`config.mk`:
```
export PLATFORM = sky130hd
export DESIGN_NAME = sig_add_stage
export DESIGN_NICKNAME = d
export VERILOG_FILES = /design/src/rtl/sig_add_stage.sv
export SDC_FILE = /design/constraint.sdc
export NUM_CORES = 1
export LEC_CHECK = 0
export ABC_AREA = 1
export BUFFER_PORTS_ARGS = -buffer_cell sky130_fd_sc_hd__buf_2
export CORE_ASPECT_RATIO = 1.2
export CORE_MARGIN = 3
export CORE_UTILIZATION = 60
export DETAILED_ROUTE_END_ITERATION = 8
export PLACE_DENSITY = 0.87
export SLEW_MARGIN = 15
export SYNTH_ARGS = -nofsm -noshare
export SYNTH_HDL_FRONTEND = slang
export SYNTH_SLANG_ARGS = --single-unit
export TNS_END_PERCENT = 1
```
`constraint.sdc`:
```
create_clock -name clk -period 2.8 [get_ports clk]
set_input_delay 0.14 -clock clk [delete_from_list [all_inputs] [get_ports clk]]
set_output_delay 0.14 -clock clk [all_outputs]
set_load 0.01 [all_outputs]
```
`src/rtl/sig_add_stage.sv`:
```
// sig_add_stage: significand add/subtract stage of the FP adder.
// This stage sits directly after alignment. It computes |fa2 +/- fb3| and
// passes the result sign, the carry-extended magnitude and a zero flag on to
// normalize/round. It is a two-stage valid/ready pipeline (S1: add/sub,
// S2: abs/sign/zero). Under output back-pressure it stalls without losing beats.
//
// Optional build macro: SIG_ADD_SKID_EN
//   When defined, a 1-entry skid buffer sits in front of S1, so in_ready
//   comes straight from a flop.
//
// Ports:
//   clk, rst_n          clock, synchronous active-low reset
//   in_valid/in_ready   upstream handshake
//   es                  result exponent (larger of ea/eb)
//   fa2                 larger-exponent significand, FW bits incl. hidden bit
//   fb3                 aligned smaller significand {shifted, sticky}, FW+3 bits
//   sa2, sb2            operand signs
//   sx                  effective subtract
//   out_valid/out_ready downstream handshake
//   es_o                exponent, passed through unchanged
//   fs                  magnitude; bit FW+3 = carry, binary point after bit FW+2
//   ss                  result sign
//   zero                fs == 0
module sig_add_stage #(
  parameter int EW = 11,
  parameter int FW = 53
) (
  input  logic          clk,
  input  logic          rst_n,
  input  logic          in_valid,
  output logic          in_ready,
  input  logic [EW-1:0] es,
  input  logic [FW-1:0] fa2,
  input  logic [FW+2:0] fb3,
  input  logic          sa2,
  input  logic          sb2,
  input  logic          sx,
  output logic          out_valid,
  input  logic          out_ready,
  output logic [EW-1:0] es_o,
  output logic [FW+3:0] fs,
  output logic          ss,
  output logic          zero
);

  typedef struct packed {
    logic [EW-1:0] es;
    logic [FW-1:0] fa2;
    logic [FW+2:0] fb3;
    logic          sa2;
    logic          sb2;
    logic          sx;
  } req_t;

  req_t          in_req, s1_src;
  logic          src_vld;
  logic [2:1]    vld_pipe;
  logic          s1_adv, s2_adv;

  // S1 state
  logic [EW-1:0] s1_es;
  logic          s1_sa2, s1_sb2, s1_sx;
  logic [FW+4:0] s1_raw;

  assign in_req = {es, fa2, fb3, sa2, sb2, sx};

  // A stage advances when it is empty or its downstream consumer takes data.
  assign s2_adv = !vld_pipe[2] | out_ready;
  assign s1_adv = !vld_pipe[1] | s2_adv;

`ifdef SIG_ADD_SKID_EN
  req_t skid_q;
  logic skid_vld;

  // A parked beat always goes into S1 ahead of new input, so order is kept.
  // While the skid is full, in_ready is low and the input is not looked at.
  assign in_ready = !skid_vld;
  assign src_vld  = skid_vld | in_valid;
  assign s1_src   = skid_vld ? skid_q : in_req;

  always_ff @(posedge clk) begin
    if (!rst_n) begin
      skid_vld <= 1'b0;
      skid_q   <= '0;
    end else if (skid_vld) begin
      if (s1_adv) skid_vld <= 1'b0;
    end else if (in_valid && !s1_adv) begin
      skid_vld <= 1'b1;
      skid_q   <= in_req;
    end
  end
`else
  assign in_ready = s1_adv;
  assign src_vld  = in_valid;
  assign s1_src   = in_req;
`endif

  // S1 datapath. One extra MSB is used so that a negative difference shows
  // up as raw[FW+4]. The sticky bit (fb3[0]) is the LSB of B.
  logic [FW+4:0] a_ext, b_ext, raw_d;
  assign a_ext = {2'b00, s1_src.fa2, 3'b000};
  assign b_ext = {2'b00, s1_src.fb3};
  assign raw_d = s1_src.sx ? (a_ext - b_ext) : (a_ext + b_ext);

  // S2 datapath: absolute value, sign, zero. A carry in fs[FW+3] is passed
  // through untouched; normalize deals with it.
  logic          neg;
  logic [FW+3:0] fs_d;
  logic          zero_d, ss_d;
  assign neg    = s1_sx & s1_raw[FW+4];
  assign fs_d   = neg ? (~s1_raw[FW+3:0] + 1'b1) : s1_raw[FW+3:0];
  assign zero_d = (fs_d == '0);
  // Exact cancellation gives +0 (round-to-nearest-even).
  assign ss_d   = (s1_sx && zero_d) ? 1'b0 : (s1_sa2 ^ neg);

  // sb2 is registered together with the other signs. The result does not need
  // it because sx already carries sa2^sb2.
  logic unused_sb2;
  assign unused_sb2 = s1_sb2;

  always_ff @(posedge clk) begin
    if (!rst_n) begin
      vld_pipe <= '0;
      s1_es    <= '0;
      s1_sa2   <= 1'b0;
      s1_sb2   <= 1'b0;
      s1_sx    <= 1'b0;
      s1_raw   <= '0;
      es_o     <= '0;
      fs       <= '0;
      ss       <= 1'b0;
      zero     <= 1'b1;
    end else begin
      if (s2_adv) begin
        vld_pipe[2] <= vld_pipe[1];
        if (vld_pipe[1]) begin
          es_o <= s1_es;
          fs   <= fs_d;
          ss   <= ss_d;
          zero <= zero_d;
        end
      end
      if (s1_adv) begin
        vld_pipe[1] <= src_vld;
        if (src_vld) begin
          s1_es  <= s1_src.es;
          s1_sa2 <= s1_src.sa2;
          s1_sb2 <= s1_src.sb2;
          s1_sx  <= s1_src.sx;
          s1_raw <= raw_d;
        end
      end
    end
  end

  assign out_valid = vld_pipe[2];

endmodule
```
# [Yosys cells after proc, flatten, opt, wreduce, memory -nomap -nowiden]
# Cells that the tools add are included.
[op_classes] addsub=3 n_mux=3 n_bitwise=5 n_reduce_logical=6
[op_table] operator="$mux W58" count=1
[op_table] operator="$add A56 B56 Y57" count=1
[op_table] operator="$add A57 B1 Y57 const B" count=1
[op_table] operator="$logic_not A57 Y1" count=1
[op_table] operator="$mux W57" count=1
[op_table] operator="$not A57 Y57" count=1
[op_table] operator="$sub A56 B56 Y57" count=1
[op_table] operator="$reduce_and A2 Y1" count=2
[op_table] operator="$logic_not A1 Y1" count=2
[op_table] operator="$or A1 B1 Y1" count=2
[op_table] operator="$and A1 B1 Y1" count=1
[op_table] operator="$logic_and A1 B1 Y1" count=1
[op_table] operator="$mux W1" count=1
[op_table] operator="$xor A1 B1 Y1" count=1
[word_totals] ff_bits=143 inputBits=127 output_inout_bits=72 word_cells=27

# [Logic depth before layout (Yosys ltp)]
[logic_depth] ltp_word=6 mapped_depth=20 depth_no_buf=19

# [Worst setup path after synthesis]
# OpenSTA, ideal clock, no wires.
[synth_timing] kind="input -> register" from="in fa2[0]" to="reg s1_raw[45]" setup_time_ns=0.109 t_arrival_ns=1.887 setup_slack_ns=0.804 stages=18 path_cell_list="ha_1 -> fa_1 -> nand3_1 -> nand3_1 -> a21boi_1 -> o21ai_1 -> nand2_1 -> nand2_1 -> nand2_1 -> nand2_1 -> a21oi_2 -> inv_1 -> nand2_1 -> nand2_1 -> nand2_1 -> nand3_1 -> nand2_1 -> inv_1"
[synth_via] elab_chain_cells=2
[synth_lines] element="from (decl)" line="33" rtl="input logic [FW-1:0] fa2,"
[synth_lines] element="$add A56 B56 Y57 or $sub A56 B56 Y57 (tied branches)" line="103" rtl="assign raw_d = s1_src.sx ? (a_ext - b_ext) : (a_ext + b_ext);"
[synth_lines] element="$mux W58 (*)" line="103"
[synth_lines] element="to (signal assigned)" line="150" rtl="s1_raw <= raw_d;"
[synth_lines] element="to (decl)" line="63" rtl="logic [FW+4:0] s1_raw;"
# Mark *: on every way between the ends. The rest lies on a longest branch, timed or not.
# A chain may end at the register's enable or synchronous reset.

# [Final worst setup path]
[layout_timing] from="reg s1_raw[0]" to="reg ss"
[layout_via] elab_chain_cells=6
[layout_lines] element="$not A57 Y57" line="111" rtl="assign fs_d = neg ? (~s1_raw[FW+3:0] + 1'b1) : s1_raw[FW+3:0];"
[layout_lines] element="$add A57 B1 Y57" line="111"
[layout_lines] element="$mux W57 (*)" line="111"
[layout_lines] element="$logic_not A57 Y1 (*)" line="112" rtl="assign zero_d = (fs_d == '0);"
[layout_lines] element="$logic_and A1 B1 Y1 (*)" line="114" rtl="assign ss_d = (s1_sx && zero_d) ? 1'b0 : (s1_sa2 ^ neg);"
[layout_lines] element="$mux W1 (*)" line="114"
[layout_lines] element="to (signal assigned)" line="139" rtl="ss <= ss_d;"
[layout_lines] element="to (decl)" line="42" rtl="output logic ss,"
# Marks and branches as above.

==> results.sh <==
export IMPL_ys_seq_area_frac=0.183
export IMPL_antenna_found_initial=0
export IMPL_instances_no_fill=3287
export IMPL_root_buffer="clkbuf_16"
export IMPL_grt_overflow=0
export IMPL_place_inst=3251
export IMPL_crit_path_start_kind="register"
export IMPL_slew_headroom=0.428
export IMPL_netlist_area_leader_share=0.183
export IMPL_switching_share=0.406
export IMPL_reg2reg_from="s1_raw[0]"
export IMPL_rsz0062_at_grt="no"
export IMPL_ys_seq_elements=143
export IMPL_yosysWarnings=0
export IMPL_p_per_area_nw_per_um2=450
export IMPL_crit_type="reg2reg"
export IMPL_setup_tns_final_ns=0
export IMPL_crit_required_ns=3.09
export IMPL_vdd_drop_max_uv=413
export IMPL_reg2reg_depth=19
export IMPL_avgSynthCellArea_um2=5.65
export IMPL_p_seq_frac=0.296
export IMPL_synth_top_family_by_area="simple AND/OR/NAND/NOR gates"
export IMPL_synthSimpleGateAreaFrac=0.348
export IMPL_drt_pass1_iterations=9
export IMPL_routed_wl_um=58900
export IMPL_dieWidth_um=153
export IMPL_cts_sinks=143
export IMPL_skew_ns=0.0109
export IMPL_syn_nets=2999
export IMPL_die_h_um=183
export IMPL_finalMaxSlewViolations=0
export IMPL_fp_dieArea_um2=28000
export IMPL_ios=199
export IMPL_r2r_end="ss"
export IMPL_synthTopCellsByArea="dfxtp_1, nand2_1, inv_1"
export IMPL_clkSlewWorstSetupHoldPaths_ns=0.06
export IMPL_coreArea_um2=25500
export IMPL_status="complete, no violations"
export IMPL_clkPwrFrac=0.305
export IMPL_ys_flop_type="dfxtp_1"
export IMPL_worstMarginPinSlew_ns=0.857
export IMPL_wl_per_cell_um=17.9
export IMPL_worstHoldStart="es[1]"
export IMPL_grt_max_degree=71
export IMPL_max_freq_mhz=383
export IMPL_drt_initial_drc_count=2051
export IMPL_areaGrowthSynthToFinish_pct=13.5
export IMPL_synth_top_cell_by_area="dfxtp_1"
export IMPL_muxShareOfSynthArea=0
export IMPL_synth_edff_count=0
export IMPL_worstHoldPathType="in2reg"
export IMPL_synth_most_common_cell="nand2_1"
export IMPL_async_flop_share=0
export IMPL_antennaDiodeCount=0
export IMPL_h_tree_depth=4
export IMPL_netlist_instances=2762
export IMPL_p_int_w=0.00474
export IMPL_cp_end_kind="register"
export IMPL_synthXorXnorAreaFrac=0.0325
export IMPL_fin_crit_ns=2.61
export IMPL_post_cts_buffers=0
export IMPL_grt_use_total=0.404
export IMPL_antenna_left=0
export IMPL_post_route_period_util=0.933
export IMPL_initial_core_util=0.611
export IMPL_clk_latency_ns=0.43
export IMPL_syn_area_um2=15600
export IMPL_finalSetupViolCount=0
export IMPL_final_hold_viol_count=0
export IMPL_hpwl_um=48100
export IMPL_fill_cells=2350
export IMPL_vias_per_cell=5.82
export IMPL_place_congestion=1.12
export IMPL_hold_path_end="s1_es[1]"
export IMPL_r2r_slack_ns=0.19
export IMPL_ys_types=56
export IMPL_hold_depth=3
export IMPL_row_count=64
export IMPL_power_switching_w=0.00324
export IMPL_max_cap_violations=0
export IMPL_first_global_vias=18200
export IMPL_clockBufferDepth=2
export IMPL_drive_gt1_frac=0.115
export IMPL_synthAdderAreaFrac=0.0887
export IMPL_critPathArrivalTime_ns=2.90
export IMPL_grt_pass1_wl_um=91300
export IMPL_cts_tree="done"
export IMPL_synth_compound_area_frac=0.205
export IMPL_synth_common_cells="nand2_1, inv_1, nor2_1, o21ai_0, a21oi_1"
export IMPL_portBuffers=197
export IMPL_p_leak_nw=9.27
export IMPL_cp_max_fo=6
export IMPL_fin_nets=3181
export IMPL_vias=19100
export IMPL_remaining_drc_errors=0
export IMPL_pwr_share_comb=0.399
export IMPL_cts_buffers=17
power by group through the flow:
stage | Clock [W] | Sequential, W | Combinational (W)
2_1_floorplan | 0 | 0.00239 | 0.00200
3_3_place_gp | 0 | 0.00239 | 0.00299
3_5_place_dp | 0 | 0.00239 | 0.00305
4_1_cts | 0.00243 | 0.00235 | 0.00308
5_1_grt | 0.00253 | 0.00237 | 0.00348
6_report | 0.00243 | 0.00236 | 0.00319
kinds of logic after synthesis:
group / count (synthesis)
AOI/OAI and AO/OA: 571
xor gates and xnor gates: 58
adders and majority gates: 110
buffers and inverters: 574
DFF: 143
and+or+nand+nor: 1306
state kept, by name, summed over array words and instances (netlist names):
signal    count
ss            1
s1_es        11
s1_sa2        1
s1_sx         1
s1_raw       58
vld_pipe      2
zero          1
es_o         11
fs           57
cells in the final DEF, fill, tap and decap left out, types with 12 or more instances in the layout:
master and instances:
nor2_1 462, a31oi_1 14, dfxtp_1 143, o21ai_0 213, a21oi_1 205, xor2_1 57, nand2_1 575, inv_1 469
nand2_2 12, nor3_1 23, inv_2 14, ha_1 108, o21ai_1 23, o211ai_1 48, nand4_1 20, buf_2 197
nand3_1 173, clkbuf_16 17, buf_4 48
metrics by stage:
stage / hold WS [ns] / instance area, um^2 / util / power, W / worst slack [ns]
6_report: 0.00277 / 17700 / 0.693 / 0.00798 / 0.188
5_1_grt: 0.0104 / 17700 / 0.693 / 0.00838 / 0.0136
4_1_cts: 0.00145 / 17700 / 0.693 / 0.00787 / 0.204
3_5_place_dp: 0.401 / 17000 / 0.667 / 0.00544 / 0.0227
3_3_place_gp: 0.397 / 17000 / 0.667 / 0.00538 / 0.0163
2_1_floorplan: 0.301 / 15600 / - / 0.00439 / 0.804
layout make-up:
| class | instances | area (um^2) | share of cell area |
|---|---|---|---|
| sequential | 143 | 2860 | 0.162 |
| inverter | 485 | 1820 | 0.103 |
| clock buffer | 20 | 447 | 0.0252 |
| clock inverter | 12 | 183 | 0.0103 |
| multi-input combinational | 2045 | 10500 | 0.595 |
| tap | 330 | 413 | 0.0233 |
| timing repair buffer | 252 | 1450 | 0.0817 |
layer usage:
metal,global-route usage,part of all wire,vias up
met2,0.705,0.47,1101
met5,0,0,-
met4,0.264,0.078,0
met3,0.0553,0.089,273
li1,-,-,9177
met1,0.461,0.36,8578
worst max-delay path by stage:
stage / from / endpoint / slack [ns] / cells after the start
after CTS: s1_raw[0] / ss / 0.20 / 19
after global routing: s1_raw[0] / ss / 0.01 / 19
after detailed placement: fa2[32] / s1_raw[52] / 0.02 / 14
final: s1_raw[0] / ss / 0.19 / 19
after floorplan: fa2[0] / s1_raw[45] / 0.80 / 18
after global placement: fa2[32] / s1_raw[52] / 0.02 / 14
timing repair:
| item | CTS | global route |
|---|---|---|
| endpoints found under the hold margin | 4 | 0 |
| gates resized for setup | 0 | 2 |
| hold buffers | 4 | 0 |
| endpoints found under the setup margin | 0 | 1 |
critical path: stages, from the launching register on:
cell	delay, ns
dfxtp_1	0.30
inv_1	0.17
ha_2	0.29
nand3_4	0.13
nor2_8	0.16
nand3_2	0.14
inv_2	0.09
nand2_1	0.06
nand2_1	0.19
nand2_1	0.08
nand2_1	0.07
nand2_1	0.07
inv_2	0.05
nand2_1	0.05
nor2_1	0.15
nand2_1	0.13
nor2_2	0.14
nand3_1	0.09
nand2_1	0.09
a21oi_1	0.05
Power figures use the tool's default switching activity.
